## src/rtl/sr_piso_tx_4bit.sv

```systemverilog
// ---------------------------------------------------------------------------
// sr_piso_tx_4bit
// Parallel-in, serial-out framed transmitter. A WIDTH-bit word is accepted
// over a valid/ready handshake and sent on one serial line as:
//   start bit (1), data LSB-first, optional even-parity bit, stop bit (0).
// Every serial bit is held for CLK_DIV clock cycles. The idle line level is 0.
//
// Parameters:
//   WIDTH      data word width in bits (>=1)
//   CLK_DIV    clock cycles per serial bit (>=1)
//   PARITY_EN  1 inserts an even-parity bit after the data bits
//
// Ports:
//   i_clk        clock, all state updates on the rising edge
//   i_rst_n      asynchronous active-low reset
//   i_din        parallel word to transmit
//   i_din_valid  i_din holds a word to send
//   o_din_ready  block can accept a word this cycle (high only in IDLE)
//   o_sout       registered serial line
//   o_busy       frame in progress (START through STOP)
//   o_done       one-cycle pulse in the last clock of the stop bit
// ---------------------------------------------------------------------------
module sr_piso_tx_4bit #(
    parameter int WIDTH     = 4,
    parameter int CLK_DIV   = 1,
    parameter int PARITY_EN = 0
) (
    input  logic             i_clk,
    input  logic             i_rst_n,
    input  logic [WIDTH-1:0] i_din,
    input  logic             i_din_valid,
    output logic             o_din_ready,
    output logic             o_sout,
    output logic             o_busy,
    output logic             o_done
);

    // A divide-by-one needs no real counter, but a zero-width vector is
    // illegal, so the divider is always at least one bit wide.
    localparam int DIV_W = (CLK_DIV > 1) ? $clog2(CLK_DIV) : 1;
    localparam int CNT_W = $clog2(WIDTH + 1);

    localparam logic [DIV_W-1:0] DIV_LAST = DIV_W'(CLK_DIV - 1);
    localparam logic [CNT_W-1:0] BIT_LAST = CNT_W'(WIDTH - 1);

    typedef enum logic [2:0] {
        IDLE   = 3'd0,
        START  = 3'd1,
        DATA   = 3'd2,
        PARITY = 3'd3,
        STOP   = 3'd4
    } state_t;

    state_t           r_state;
    state_t           w_stateNext;
    logic [WIDTH-1:0] r_shiftReg;
    logic [WIDTH-1:0] w_shiftRegNext;
    logic [CNT_W-1:0] r_bitCnt;
    logic [CNT_W-1:0] w_bitCntNext;
    logic [DIV_W-1:0] r_divCnt;
    logic [DIV_W-1:0] w_divCntNext;
    logic             r_parity;
    logic             w_parityNext;
    logic             r_sout;
    logic             w_soutNext;
    logic             w_tick;
    logic             w_accept;

    // A bit period ends when the divider reaches its last count.
    assign w_tick      = (r_divCnt == DIV_LAST);
    assign o_din_ready = (r_state == IDLE);
    assign w_accept    = i_din_valid && o_din_ready;
    assign o_busy      = (r_state != IDLE);
    assign o_done      = (r_state == STOP) && w_tick;
    assign o_sout      = r_sout;

    // State register and datapath registers. The serial line is registered
    // from the value belonging to the next state, so the line level always
    // lines up with the state currently held in r_state.
    always_ff @(posedge i_clk or negedge i_rst_n) begin
        if (!i_rst_n) begin
            r_state    <= IDLE;
            r_shiftReg <= '0;
            r_bitCnt   <= '0;
            r_divCnt   <= '0;
            r_parity   <= 1'b0;
            r_sout     <= 1'b0;
        end else begin
            r_state    <= w_stateNext;
            r_shiftReg <= w_shiftRegNext;
            r_bitCnt   <= w_bitCntNext;
            r_divCnt   <= w_divCntNext;
            r_parity   <= w_parityNext;
            r_sout     <= w_soutNext;
        end
    end

    // Next-state and datapath logic. The divider is cleared on every state
    // change and also wraps at the end of each data bit while staying in
    // DATA; in IDLE it is held at zero so a new frame starts cleanly.
    always_comb begin
        w_stateNext    = r_state;
        w_shiftRegNext = r_shiftReg;
        w_bitCntNext   = r_bitCnt;
        w_parityNext   = r_parity;
        w_divCntNext   = w_tick ? '0 : r_divCnt + DIV_W'(1);
        w_soutNext     = 1'b0;

        case (r_state)
            IDLE: begin
                w_divCntNext = '0;
                w_bitCntNext = '0;
                if (w_accept) begin
                    w_stateNext    = START;
                    w_shiftRegNext = i_din;
                    w_parityNext   = ^i_din;
                end
            end
            START: begin
                if (w_tick) begin
                    w_stateNext = DATA;
                end
            end
            DATA: begin
                if (w_tick) begin
                    w_shiftRegNext = r_shiftReg >> 1;
                    if (r_bitCnt == BIT_LAST) begin
                        w_bitCntNext = '0;
                        w_stateNext  = (PARITY_EN != 0) ? PARITY : STOP;
                    end else begin
                        w_bitCntNext = r_bitCnt + CNT_W'(1);
                    end
                end
            end
            PARITY: begin
                if (w_tick) begin
                    w_stateNext = STOP;
                end
            end
            STOP: begin
                if (w_tick) begin
                    w_stateNext = IDLE;
                end
            end
            default: begin
                w_stateNext = IDLE;
            end
        endcase

        // Line level for the state being entered (or kept).
        case (w_stateNext)
            START:   w_soutNext = 1'b1;
            DATA:    w_soutNext = w_shiftRegNext[0];
            PARITY:  w_soutNext = w_parityNext;
            default: w_soutNext = 1'b0;
        endcase
    end

endmodule

```

## config.mk

```make
export PLATFORM = sky130hd
export DESIGN_NAME = sr_piso_tx_4bit
export DESIGN_NICKNAME = d
export VERILOG_FILES = /design/src/rtl/sr_piso_tx_4bit.sv
export SDC_FILE = /design/constraint.sdc
export NUM_CORES = 1
export LEC_CHECK = 0
export BUFFER_PORTS_ARGS = -buffer_cell sky130_fd_sc_hd__clkbuf_2
export CAP_MARGIN = 20
export CORE_AREA = 4 4 41 43
export CTS_BUF_LIST = sky130_fd_sc_hd__clkbuf_8
export DETAILED_ROUTE_END_ITERATION = 12
export DIE_AREA = 0 0 45 47
export SETUP_SLACK_MARGIN = 0.05
export SLEW_MARGIN = 20
export SYNTH_ARGS = -nofsm -noshare
export SYNTH_HDL_FRONTEND = slang
export SYNTH_SLANG_ARGS = --single-unit
```

## constraint.sdc

```tcl
create_clock -name i_clk -period 1.3 [get_ports i_clk]
set_input_delay 0.065 -clock i_clk [delete_from_list [all_inputs] [get_ports i_clk]]
set_output_delay 0.065 -clock i_clk [all_outputs]
set_load 0.01 [all_outputs]
```

After elaboration in Yosys (flattened, before gate mapping)
Cells that the tools add are included.
{"block": "op_classes", "add_sub_neg": 2, "eq_ne": 10, "n_mux": 18, "bitwise": 1, "reduce_logical": 8}
{"op": "two-way mux 3 bit", "count": 8}
{"op": "== test 3 x 2 -> 1 bit, second input constant", "count": 5}
{"op": "case mux 3 bit (5 select lines)", "count": 1}
{"op": "two-way mux 4 bit", "count": 2}
{"op": "case mux 4 bit (2 select lines)", "count": 1}
{"op": "== test 3 x 1 -> 1 bit, second input constant", "count": 2}
{"op": "case mux 3 bit (2 select lines)", "count": 1}
{"op": "two-way mux 1 bit", "count": 4}
{"op": "parity 4 bit", "count": 1}
{"op": "adder 3 x 1 -> 3 bit, second input constant", "count": 1}
{"op": "== test 3 bit, second input constant", "count": 1}
{"op": "logical NOT 3 bit", "count": 1}
{"op": "case mux 1 bit (3 select lines)", "count": 1}
{"op": "AND reduction 3 bit", "count": 1}
{"op": "nonzero test 3 bit", "count": 1}
{"op": "logical AND 1 bit", "count": 2}
{"op": "!= test 2 x 1 -> 1 bit, second input constant", "count": 1}
{"op": "!= test 2 bit, second input constant", "count": 1}
{"op": "AND reduction 2 bit", "count": 1}
{"op": "nonzero test 2 bit", "count": 1}
{"op": "adder 1 bit, second input constant", "count": 1}
{"op": "inverter 1 bit", "count": 1}
{"block": "word_totals", "ff_bits": 13, "in_bits": 7, "out_inout_bits": 4, "word_cells": 46}

Longest topological paths before layout
{"block": "logic_depth", "word_depth": 6, "depth_mapped": 5, "mapped_depth_nobuf": 4}

Worst setup path after synthesis
OpenSTA, ideal clock, no wires.
{"block": "synth_path", "kind": "reg2out", "from": "register r_state[0]", "to": "output port o_busy", "arrival_ns": 1.144, "required_time_ns": 1.235, "path_slack_ns": 0.091, "stages_incl_launch_ff": 6, "n_path_buf": 2, "path_cell_list": "dfrtp_1 buf_6 or2_0 buf_2 nor2_1 inv_1"}
{"block": "synth_between", "elab_chain_len": 1}
{"item": "from (decl)", "line_no": "54", "source": "state_t r_state;"}
{"item": "from (signal assigned)", "line_no": "89", "source": "r_state <= w_stateNext;"}
{"item": "nonzero test 3 bit", "line_no": "73", "source": "assign o_busy = (r_state != IDLE);"}
{"item": "to (decl)", "line_no": "34", "source": "output logic o_busy,"}
Every way passes these cells.

Final worst setup path
Ends and elaborated chain as after synthesis.

==> metrics <==
I/O Buffers 10; Site Rows 13; IO Pins 11; Lkg Pwr 0.371 nW; initial antenna violation count 0; hold depth 2; FMAX 780 MHz; routed len/inst 14.6 um; setup TNS 0 ns; Clk network pwr share 17.5%; CP Capture Type output pin; Peak supply drop 1.57 mV; Switching Fraction 37.1%; largest net degree at the start of global routing 12; Finished Core Util 60.9%; clock tree buffer depth 2; Area Growth Syn to Fin 38.5%; hold_ws 0.0483 ns; die height 47 um; relative slew slack 69.6%; synth warn 0; post-route ant nets 0; Final Max Slew Viols 0; grt ovf 0; hold crit path type primary input to register; max cap viols 0; Setup Skew 0.00550 ns; Sequential Power Share 32.3%; Core Box Area 1300 um^2; Reg2Reg Setup Slack 0.04 ns; kind of start point of the critical path register; final setup violation count 0; Syn Area/Cell 10.6 um^2; Netlist Area Pre-Place 572 um^2; multi-input logic area 303 um^2; CTS clock-pin slew for the worst setup and hold paths 0.05 ns; register area 279 um^2; Final Cycle Share 98.6%; top-area cell type share of the netlist area 48.1%; Psw 712 uW; Netlist cell types 26; Pint 1.21 mW; total clock sinks 11; root buf cell clkbuf_8; Seq/Total Area, Yosys 48.1%; unrepaired setup endpoints after global routing yes; DRC 0; H-Tree Level Count 1; most area-consuming cells after synthesis dfrtp_1 (48%), nor2b_1 (4.4%), nor4b_4 (4.2%), a22oi_1 (3.9%), a31oi_1 (3.3%); layout cell share with drive strength beyond 1 48.1%; Inserted Clock Buffers 3; layout net count 86; worst slew pin tran 0.453 ns; Cell Pwr Density 2430 nW/um^2; GRT Util Overall 14.5%; worst endpoint data arrival time 1.22 ns; outcome complete, no violations; first-pass GRT wire length 2100 um; reg2reg start r_state[0]$_DFF_PN0_; Yosys top cell by area dfrtp_1; minimum clock period 1.28 ns; Logic pwr share 50.2%; worst reg-to-reg path cell count 4; drt via density 5.32; Final Hold Fails 0; syn nets 62; critical path required time 1.24 ns; fill count 123; vias in the first global route 453; #FFs+latches synth 11; total die area 2120 um^2; Syn Inst Count 54; CP max FO 5; Clk Latency, worst-skew pair 0.24 ns; Hold Path End r_shiftReg[3]$_DFFE_PN0P_; CTS tree built; Starting DRT DRC Count 7; Initial DRT Pass Iterations 4; initial core utilization 43.9%; routability congestion estimate from global placement 0.717; diodes inserted 0; Final Routed Wirelength 1340 um; Die X 45 um; reg2reg end r_shiftReg[0]$_DFF_PN0_; worst hold path startpoint i_din[3]; Vias 489; Crit Path Category register to output pin
## synthesized netlist by cell type
master / instances
a21boi_0: 1
a21oi_1: 2
a22o_1: 2
a22oi_1: 3
a31oi_1: 3
buf_2: 2
buf_6: 1
dfrtp_1: 11
ha_1: 1
inv_1: 1
mux2i_1: 1
nand2_1: 1
nand2b_1: 2
nand3_1: 1
nand3b_1: 1
nand4b_1: 1
nor2_1: 5
nor2b_1: 4
nor3b_1: 2
nor3b_2: 1
nor4b_4: 1
o21ai_0: 1
o21ai_1: 3
or2_0: 1
or2_2: 1
or2b_1: 1
## layout make-up
cell class	count	area share [%]
clock buffer	3	5.21
clock inverter	1	0.474
inverter	1	0.474
multi-input combinational	39	38.2
sequential	11	35.2
tap	15	2.37
timing repair buffer	22	18.0
## layer usage
| metal | GRT usage (%) | routed length, um |
|---|---|---|
| met1 | 16.5 | 583 |
| met2 | 25.7 | 685 |
| met3 | 4.60 | 59 |
| met4 | 5.26 | 12 |
| met5 | 0 | 0 |
## cells in the final DEF, fill, tap and decap left out, drive strengths merged
cell type and n:
or2 2, a21oi 2, nand3b 1, clkbuf 11, nand2b 2, nor4b 1, dlygate4sd3 1, ha 1
a31oi 3, dfrtp 11, nand3 1, o21ai 4, nor2 5, or2b 1, nand2 1, a22o 2
buf 13, nor2b 4, inv 2, a22oi 3, mux2i 1, a21boi 1, nand4b 1, nor3b 3
## worst max-delay path: stages, from the launching register on
cell,delay (ns)
dfrtp_2,0.45
or2_4,0.30
nor2_4,0.08
inv_1,0.04
clkbuf_2,0.11
## repair_timing
action,in CTS,in global routing
setup buffers,6,0
gates resized for setup,6,8
cloned,0,0
pin swaps,1,1
endpoints found under the hold margin,11,0
hold buffers,1,0
setup endpoints to repair,6,8
## power groups by stage
stage | clock network, mW | logic (mW) | registers (mW)
2_1_floorplan | 0 | 0.520 | 0.582
3_3_place_gp | 0 | 0.700 | 0.614
3_5_place_dp | 0 | 0.718 | 0.618
4_1_cts | 0.344 | 0.890 | 0.608
5_1_grt | 0.360 | 1.05 | 0.637
6_report | 0.337 | 0.965 | 0.621
## flip-flops by register name (all words and copies together) (netlist names)
signal	count
o_sout	1
r_state	3
r_shiftReg	4
r_bitCnt	3
## metrics by stage
stage / instance area, um^2 / power, mW / cells / worst slack [ns]
floorplan: 572 / 1.10 / 54 / 0.0910
global placement: 657 / 1.31 / 81 / 0.0316
detailed placement: 657 / 1.34 / 81 / 0.0193
CTS: 766 / 1.84 / 92 / 0.0296
global route: 792 / 2.05 / 92 / -0.0229
finish: 792 / 1.92 / 92 / 0.0179
## cells by family (layout without fill, tap and decap cells)
family	count (synthesis)	after routing	share of synthesized area [%]
buffers and inverters	4	27	4.38
AOI/OAI and AO/OA	15	15	16.8
adders and majority gates	1	1	2.19
DFF	11	11	48.1
muxes	1	1	1.75
and+or+nand+nor	22	22	26.7
## worst max path at each step
stage,to,startpoint,cells past startpoint,slack [ns]
after floorplan,o_busy,r_state[0]$_DFF_PN0_,5,0.09
after global placement,r_shiftReg[2]$_DFFE_PN0P_,r_state[0]$_DFF_PN0_,3,0.03
after detailed placement,r_shiftReg[0]$_DFF_PN0_,r_state[0]$_DFF_PN0_,3,0.02
after CTS,o_busy,r_state[0]$_DFF_PN0_,4,0.03
after global routing,o_busy,r_state[0]$_DFF_PN0_,4,-0.02
final,o_busy,r_state[0]$_DFF_PN0_,4,0.02
Power figures use the tool's default switching activity.
